===== config.mk =====
export PLATFORM = sky130hd
export DESIGN_NAME = generic_sram_byte_en_axi4_initiator_bridge
export DESIGN_NICKNAME = d
export VERILOG_FILES = /design/src/rtl/generic_sram_axi4_pkg.sv /design/src/rtl/generic_sram_byte_en_axi4_initiator_bridge.sv
export SDC_FILE = /design/constraint.sdc
export NUM_CORES = 1
export LEC_CHECK = 0
export ABC_AREA = 0
export BUFFER_PORTS_ARGS = -buffer_cell sky130_fd_sc_hd__buf_2
export CORE_AREA = 2 2 119 121
export CTS_CLUSTER_SIZE = 20
export DETAILED_ROUTE_END_ITERATION = 8
export DIE_AREA = 0 0 121 123
export PLACE_DENSITY_LB_ADDON = 0.05
export SYNTH_ARGS = -nofsm -noshare
export SYNTH_HDL_FRONTEND = slang
export SYNTH_SLANG_ARGS = --single-unit

===== constraint.sdc =====
create_clock -name clk -period 2 [get_ports clk]
set_input_delay 0.1 -clock clk [delete_from_list [all_inputs] [get_ports clk]]
set_output_delay 0.1 -clock clk [all_outputs]
set_load 0.01 [all_outputs]

===== src/rtl/generic_sram_axi4_pkg.sv =====
// Shared types and AXI4 encodings for the SRAM-style to AXI4 initiator bridge.
package generic_sram_axi4_pkg;

    typedef enum logic [2:0] {
        ST_IDLE,
        ST_WR_REQ,
        ST_WR_RESP,
        ST_RD_REQ,
        ST_RD_RESP
    } bridge_state_e;

    localparam logic [1:0] AXI_RESP_OKAY   = 2'b00;
    localparam logic [1:0] AXI_RESP_EXOKAY = 2'b01;
    localparam logic [1:0] AXI_RESP_SLVERR = 2'b10;
    localparam logic [1:0] AXI_RESP_DECERR = 2'b11;

    localparam logic [1:0] AXI_BURST_INCR  = 2'b01;

    // AxSIZE encoding for a full-width beat: log2 of the bytes per beat.
    function automatic logic [2:0] axi_size(input int unsigned data_width);
        return 3'($clog2(data_width / 8));
    endfunction

endpackage


===== src/rtl/generic_sram_byte_en_axi4_initiator_bridge.sv =====
// Turns byte-enable SRAM-style requests into single-beat AXI4 reads/writes,
// one transaction in flight, each finished by a one-cycle response pulse.
module generic_sram_byte_en_axi4_initiator_bridge
    import generic_sram_axi4_pkg::*;
#(
    parameter int unsigned MEM_ADDR_BITS     = 10,
    parameter int unsigned AXI_ADDRESS_WIDTH = 32,
    parameter int unsigned AXI_DATA_WIDTH    = 32,
    parameter int unsigned AXI_ID_WIDTH      = 4,
    parameter int unsigned AXI_ID            = 0,
    parameter int unsigned MEM_ADDR_OFFSET   = 0
) (
    input  logic                           clk,
    input  logic                           rst_n,

    input  logic [MEM_ADDR_BITS-1:0]       addr,
    input  logic                           write_en,
    input  logic                           read_en,
    input  logic [AXI_DATA_WIDTH/8-1:0]    byte_en,
    input  logic [AXI_DATA_WIDTH-1:0]      write_data,
    output logic                           req_ready,
    output logic [AXI_DATA_WIDTH-1:0]      read_data,
    output logic                           rsp_valid,
    output logic                           rsp_err,

    output logic [AXI_ADDRESS_WIDTH-1:0]   AWADDR,
    output logic [AXI_ID_WIDTH-1:0]        AWID,
    output logic                           AWVALID,
    input  logic                           AWREADY,
    output logic [7:0]                     AWLEN,
    output logic [2:0]                     AWSIZE,
    output logic [1:0]                     AWBURST,
    output logic                           AWLOCK,
    output logic [3:0]                     AWCACHE,
    output logic [2:0]                     AWPROT,
    output logic [3:0]                     AWQOS,
    output logic [3:0]                     AWREGION,

    output logic [AXI_DATA_WIDTH-1:0]      WDATA,
    output logic [AXI_DATA_WIDTH/8-1:0]    WSTRB,
    output logic                           WLAST,
    output logic                           WVALID,
    input  logic                           WREADY,

    input  logic [AXI_ID_WIDTH-1:0]        BID,
    input  logic [1:0]                     BRESP,
    input  logic                           BVALID,
    output logic                           BREADY,

    output logic [AXI_ADDRESS_WIDTH-1:0]   ARADDR,
    output logic [AXI_ID_WIDTH-1:0]        ARID,
    output logic                           ARVALID,
    input  logic                           ARREADY,
    output logic [7:0]                     ARLEN,
    output logic [2:0]                     ARSIZE,
    output logic [1:0]                     ARBURST,
    output logic                           ARLOCK,
    output logic [3:0]                     ARCACHE,
    output logic [2:0]                     ARPROT,
    output logic [3:0]                     ARQOS,
    output logic [3:0]                     ARREGION,

    input  logic [AXI_ID_WIDTH-1:0]        RID,
    input  logic [AXI_DATA_WIDTH-1:0]      RDATA,
    input  logic [1:0]                     RRESP,
    input  logic                           RLAST,
    input  logic                           RVALID,
    output logic                           RREADY
);

    localparam int unsigned STRB_WIDTH     = AXI_DATA_WIDTH / 8;
    localparam int unsigned ADDR_WIDTH_OFF = $clog2(STRB_WIDTH);
    localparam logic [MEM_ADDR_BITS-1:0] OFFSET_WORDS = MEM_ADDR_BITS'(MEM_ADDR_OFFSET);
    localparam logic [AXI_ID_WIDTH-1:0]  ID_VAL       = AXI_ID_WIDTH'(AXI_ID);

    bridge_state_e                 state_q, state_d;
    logic                          aw_done_q, aw_done_d;
    logic                          w_done_q, w_done_d;
    logic                          req_ready_q, req_ready_d;
    logic                          awvalid_q, awvalid_d;
    logic                          wvalid_q, wvalid_d;
    logic                          arvalid_q, arvalid_d;
    logic                          bready_q, bready_d;
    logic                          rready_q, rready_d;
    logic                          rsp_valid_q, rsp_valid_d;
    logic                          rsp_err_q, rsp_err_d;
    logic [AXI_DATA_WIDTH-1:0]     read_data_q, read_data_d;
    logic [AXI_ADDRESS_WIDTH-1:0]  awaddr_q, awaddr_d;
    logic [AXI_ADDRESS_WIDTH-1:0]  araddr_q, araddr_d;
    logic [AXI_DATA_WIDTH-1:0]     wdata_q, wdata_d;
    logic [STRB_WIDTH-1:0]         wstrb_q, wstrb_d;

    logic [MEM_ADDR_BITS-1:0]      word_addr;
    logic [AXI_ADDRESS_WIDTH-1:0]  byte_addr;

    // The word sum wraps at 2^MEM_ADDR_BITS before widening to a byte address.
    always_comb begin
        word_addr = addr + OFFSET_WORDS;
        byte_addr = AXI_ADDRESS_WIDTH'(word_addr) << ADDR_WIDTH_OFF;
    end

    // NOTE: registers use non-blocking assignments so every flop samples the
    // pre-edge value of its neighbours; blocking here would create order races.
    always_ff @(posedge clk) begin
        if (!rst_n) begin
            state_q     <= ST_IDLE;
            aw_done_q   <= 1'b0;
            w_done_q    <= 1'b0;
            req_ready_q <= 1'b0;
            awvalid_q   <= 1'b0;
            wvalid_q    <= 1'b0;
            arvalid_q   <= 1'b0;
            bready_q    <= 1'b0;
            rready_q    <= 1'b0;
            rsp_valid_q <= 1'b0;
            rsp_err_q   <= 1'b0;
            // NOTE: the data/address holding registers are cleared as well, so
            // the AXI payload and read_data never show stale values after reset.
            read_data_q <= '0;
            awaddr_q    <= '0;
            araddr_q    <= '0;
            wdata_q     <= '0;
            wstrb_q     <= '0;
        end else begin
            state_q     <= state_d;
            aw_done_q   <= aw_done_d;
            w_done_q    <= w_done_d;
            req_ready_q <= req_ready_d;
            awvalid_q   <= awvalid_d;
            wvalid_q    <= wvalid_d;
            arvalid_q   <= arvalid_d;
            bready_q    <= bready_d;
            rready_q    <= rready_d;
            rsp_valid_q <= rsp_valid_d;
            rsp_err_q   <= rsp_err_d;
            read_data_q <= read_data_d;
            awaddr_q    <= awaddr_d;
            araddr_q    <= araddr_d;
            wdata_q     <= wdata_d;
            wstrb_q     <= wstrb_d;
        end
    end

    always_comb begin
        // NOTE: every variable gets a default before the case so no path can
        // leave one unassigned and infer a latch.
        state_d     = state_q;
        aw_done_d   = aw_done_q;
        w_done_d    = w_done_q;
        awvalid_d   = awvalid_q;
        wvalid_d    = wvalid_q;
        arvalid_d   = arvalid_q;
        bready_d    = bready_q;
        rready_d    = rready_q;
        rsp_valid_d = 1'b0;
        rsp_err_d   = 1'b0;
        read_data_d = read_data_q;
        awaddr_d    = awaddr_q;
        araddr_d    = araddr_q;
        wdata_d     = wdata_q;
        wstrb_d     = wstrb_q;

        case (state_q)
            ST_IDLE: begin
                // req_ready_q gates acceptance so nothing is taken the cycle reset lifts.
                if (req_ready_q && write_en) begin
                    awaddr_d  = byte_addr;
                    wdata_d   = write_data;
                    wstrb_d   = byte_en;
                    awvalid_d = 1'b1;
                    wvalid_d  = 1'b1;
                    aw_done_d = 1'b0;
                    w_done_d  = 1'b0;
                    state_d   = ST_WR_REQ;
                end else if (req_ready_q && read_en) begin
                    araddr_d  = byte_addr;
                    arvalid_d = 1'b1;
                    state_d   = ST_RD_REQ;
                end
            end
            ST_WR_REQ: begin
                if (awvalid_q && AWREADY) begin
                    awvalid_d = 1'b0;
                    aw_done_d = 1'b1;
                end
                if (wvalid_q && WREADY) begin
                    wvalid_d = 1'b0;
                    w_done_d = 1'b1;
                end
                if (aw_done_d && w_done_d) begin
                    aw_done_d = 1'b0;
                    w_done_d  = 1'b0;
                    bready_d  = 1'b1;
                    state_d   = ST_WR_RESP;
                end
            end
            ST_WR_RESP: begin
                if (BVALID) begin
                    bready_d    = 1'b0;
                    rsp_valid_d = 1'b1;
                    rsp_err_d   = (BRESP != AXI_RESP_OKAY) || (BID != ID_VAL);
                    state_d     = ST_IDLE;
                end
            end
            ST_RD_REQ: begin
                if (ARREADY) begin
                    arvalid_d = 1'b0;
                    rready_d  = 1'b1;
                    state_d   = ST_RD_RESP;
                end
            end
            ST_RD_RESP: begin
                if (RVALID) begin
                    rready_d    = 1'b0;
                    read_data_d = RDATA;
                    rsp_valid_d = 1'b1;
                    rsp_err_d   = (RRESP != AXI_RESP_OKAY) || (RID != ID_VAL) || !RLAST;
                    state_d     = ST_IDLE;
                end
            end
            default: state_d = ST_IDLE;
        endcase

        req_ready_d = (state_d == ST_IDLE);
    end

    // Simultaneous read and write is an illegal use of the port; the write wins.
    always_ff @(posedge clk) begin
        if (rst_n && state_q == ST_IDLE && req_ready_q) begin
            assert (!(write_en && read_en));
        end
    end

    assign req_ready = req_ready_q;
    assign read_data = read_data_q;
    assign rsp_valid = rsp_valid_q;
    assign rsp_err   = rsp_err_q;

    assign AWADDR   = awaddr_q;
    assign AWID     = ID_VAL;
    assign AWVALID  = awvalid_q;
    assign AWLEN    = 8'h00;
    assign AWSIZE   = axi_size(AXI_DATA_WIDTH);
    assign AWBURST  = AXI_BURST_INCR;
    assign AWLOCK   = 1'b0;
    assign AWCACHE  = 4'h0;
    assign AWPROT   = 3'h0;
    assign AWQOS    = 4'h0;
    assign AWREGION = 4'h0;

    assign WDATA    = wdata_q;
    assign WSTRB    = wstrb_q;
    assign WLAST    = 1'b1;
    assign WVALID   = wvalid_q;
    assign BREADY   = bready_q;

    assign ARADDR   = araddr_q;
    assign ARID     = ID_VAL;
    assign ARVALID  = arvalid_q;
    assign ARLEN    = 8'h00;
    assign ARSIZE   = axi_size(AXI_DATA_WIDTH);
    assign ARBURST  = AXI_BURST_INCR;
    assign ARLOCK   = 1'b0;
    assign ARCACHE  = 4'h0;
    assign ARPROT   = 3'h0;
    assign ARQOS    = 4'h0;
    assign ARREGION = 4'h0;
    assign RREADY   = rready_q;

endmodule

==> summary.md <==
| Metric | Value |
|---|---|
| HP Start | `write_data[11]` |
| Count of final hold-check violations | `0` |
| #FFs+latches synth | `between 100 and 150` |
| Cell count after synthesis | `approximately 560` |
| I/O Buffers | `195` |
| Min-delay worst type | `in2reg` |
| Initial core utilization | `0.346` |
| Vias in the first global route | `~3700` |
| Fin crit period | `between 1.5 and 2 ns` |
| Worst-path fanout max | `10` |
| FF-to-FF Start | `state_q[0]$_SDFF_PN0_` |
| Post-Syn Area | `4710 um2` |
| CP startpoint | `state_q[0]$_SDFF_PN0_` |
| Worst setup SP type | `register` |
| Area leader, netlist | `dfxtp_1` |
| Root Driver | `clkbuf_16` |
| Clock latency on the worst-skew pair | `around 0.35 ns` |
| Static Leak | `around 3 nW` |
| Arrival time at the worst endpoint | `roughly 1.9 ns` |
| Global route overflow | `0` |
| CTS tree | `built` |
| Outcome | `finished, final reports clean` |
| Adder-cell share of the synthesized area | `0` |
| Area contributors post-synth | `dfxtp_1 43%, buf_4 18%, a21boi_0 13%` |
| Worst EP required | `approximately 2.2 ns` |
| Slew Viols, Final | `0` |
| Row count | `43` |
| Total negative setup slack | `0 ns` |
| Setup crit end kind | `register` |
| Drt pass-1 iters | `4` |
| Seq/Total Area, Yosys | `0.430` |
| Clock Pin Slew Worst Setup and Hold Paths | `around 0.070 ns` |
| Largest family of logic cells by synthesized area | `buffers and inverters` |
| Hold Path Stages | `3` |
| Maxcap violations | `0` |
| Synth Area in Compound Gates | `0.154` |
| Die Wd | `121 um` |
| Dpl hpwl | `approximately 8400 um` |
| Share of cells above drive strength 1 | `0.273` |
| CTS Sinks | `between 100 and 150` |
| Setup repair bufs after CTS | `0` |
| GRT Total Usage | `0.155` |
| WL per Instance | `11.9 um` |
| FF-to-FF path depth | `3` |
| I/O Pins | `roughly 300` |
| 1st-iter DRT viols | `roughly 160` |
| Max Clock Freq | `slightly above 600 MHz` |
| RePlAce Congestion | `~0.74` |
| Vias per cell | `4.11` |
| Hold Slack | `0.0139 ns` |
| # resized after CTS | `0` |
| DR vias | `approximately 4000` |
| Worst Clk Skew | `roughly 0.0057 ns` |
| Area grow syn2layout | `36.9%` |
| Synthesized area per cell | `8.44 um2` |
| # H-tree levels | `3` |
| XOR/XNOR Fraction of Synth Area | `0.00186` |
| Drc violations | `0` |
| Setup Viol. Count Final | `0` |
| Top post-synthesis cells by count | `160 x nand2_1, 112 x buf_4, 101 x dfxtp_1` |
| YS warnings | `0` |
| VDD IR max | `between 0.3 and 0.4 mV` |
| Initial antenna violation count | `1` |
| Synth top area share | `0.430` |
| First-pass GRT wire length | `~18000 um` |
| Worst Hold Path EP | `WDATA[11]$_SDFFE_PN0P_` |
| Core area | `13600 um2` |
| Total CTS buffers | `9` |
| Final wirelength | `~12000 um` |
| Final layout net count | `907` |
| Worst reg-to-reg setup slack | `around 0.36 ns` |
| Max clock buf depth | `2` |
| DIE AREA | `roughly 15000 um2` |
| Simple-Gate Fraction of Synth Area | `0.180` |
| Mux share of post-synthesis cell area | `0.0234` |
| Cell area power density | `747 nW/um2` |
| Number of flops mapped to enable cells by yosys | `0` |
| Largest net degree at the start of global routing | `42` |
| Die H | `123 um` |
| Async SR Flop Fraction | `0` |
| Period utilization | `0.819` |
| Synth Flop Type | `dfxtp_1` |
| Most common cell in the netlist | `nand2_1` |
| Reg2Reg Capture Point | `req_ready$_SDFF_PN0_` |
| Final ANT Viol Nets | `0` |
| Distinct cells, synth | `34` |
| Critical path class | `reg2reg` |
| RSZ-0062 raised after global routing | `false` |
==> routing by layer <==
metal | routed length (um) | track usage
met1 | 4940 | 0.176
met2 | 5690 | 0.268
met3 | 965 | 0.0475
met4 | 189 | 0.0669
met5 | 16 | 0
==> critical path: stages, from the launching register on <==
cell,delay (ns)
dfxtp_1,0.50
or3b_1,0.47
o311a_1,0.39
and4_1,0.18
==> worst max-delay path by stage <==
stage / cells after the start / slack (ns) / end
final: 3 / 0.36 / req_ready$_SDFF_PN0_
after floorplan: 5 / 0.46 / req_ready$_SDFF_PN0_
after CTS: 5 / 0.30 / WDATA[11]$_SDFFE_PN0P_
after global routing: 5 / 0.17 / WDATA[23]$_SDFFE_PN0P_
after global placement: 3 / 0.39 / req_ready$_SDFF_PN0_
after detailed placement: 5 / 0.33 / WDATA[11]$_SDFFE_PN0P_
==> flip-flops by register name (all words and copies together) (netlist names), 3 cells and up <==
name / flops
state_q: 3
WDATA: 32
WSTRB: 4
ARADDR: 10
read_data: 32
AWADDR: 10
==> repair_timing <==
action | 4_1_cts | 5_1_grt
hold buffers | 69 | 0
endpoints found under the hold margin | 69 | 0
setup endpoints to repair | 0 | 0
==> placed cells by master (no fill, tap or decap), drive strengths merged, types with 2 or more instances in the layout <==
| cell type | count |
|---|---|
| and3 | 3 |
| nand2 | 160 |
| a21oi | 5 |
| a21o | 2 |
| clkbuf | 10 |
| nand3 | 3 |
| o211a | 2 |
| clkinvlp | 2 |
| o21ai | 2 |
| dfxtp | 101 |
| conb | 111 |
| mux2i | 11 |
| inv | 3 |
| clkinv | 2 |
| nor2 | 6 |
| nor2b | 18 |
| nand3b | 2 |
| a21boi | 80 |
| buf | 203 |
| a22oi | 2 |
| dlygate4sd3 | 69 |
==> cell type report <==
type	count	area, um2
multi-input cells	421	2110
diodes	1	2.50
inverters	2	7.51
well taps	180	225
clock inverters	6	71.3
fillers	1387	7170
flip-flops and latches	101	2020
repair buffers	272	1760
clock buffers	10	239
==> cell families after synthesis <==
kind of cell / Yosys count
other: 2
AOI/OAI and AO/OA: 98
DFF: 101
xor gates and xnor gates: 1
and+or+nand+nor: 200
muxes: 11
buffers and inverters: 145
==> per-stage QoR <==
stage          instance area [um2]  power (mW)  utilization  setup WS [ns]  instances
2_1_floorplan                 5120        2.83            -          0.458        667
3_3_place_gp                  5440        2.96        0.400          0.394        907
3_5_place_dp                  5440        2.97        0.400          0.332        907
4_1_cts                       6440        4.91        0.473          0.303        992
5_1_grt                       6440        5.09        0.473          0.166        992
6_report                      6450        4.82        0.474          0.362        993
==> power breakdown <==
group          switching (mW)  internal (mW)  leakage [nW]  total [mW]
sequential             0.0615           2.12         0.818        2.18
combinational           0.463          0.378          2.11       0.840
clock                   0.783           1.01         0.145        1.80
total                    1.31           3.51          3.07        4.82
Note: power is estimated with default switching activity, not from simulation.
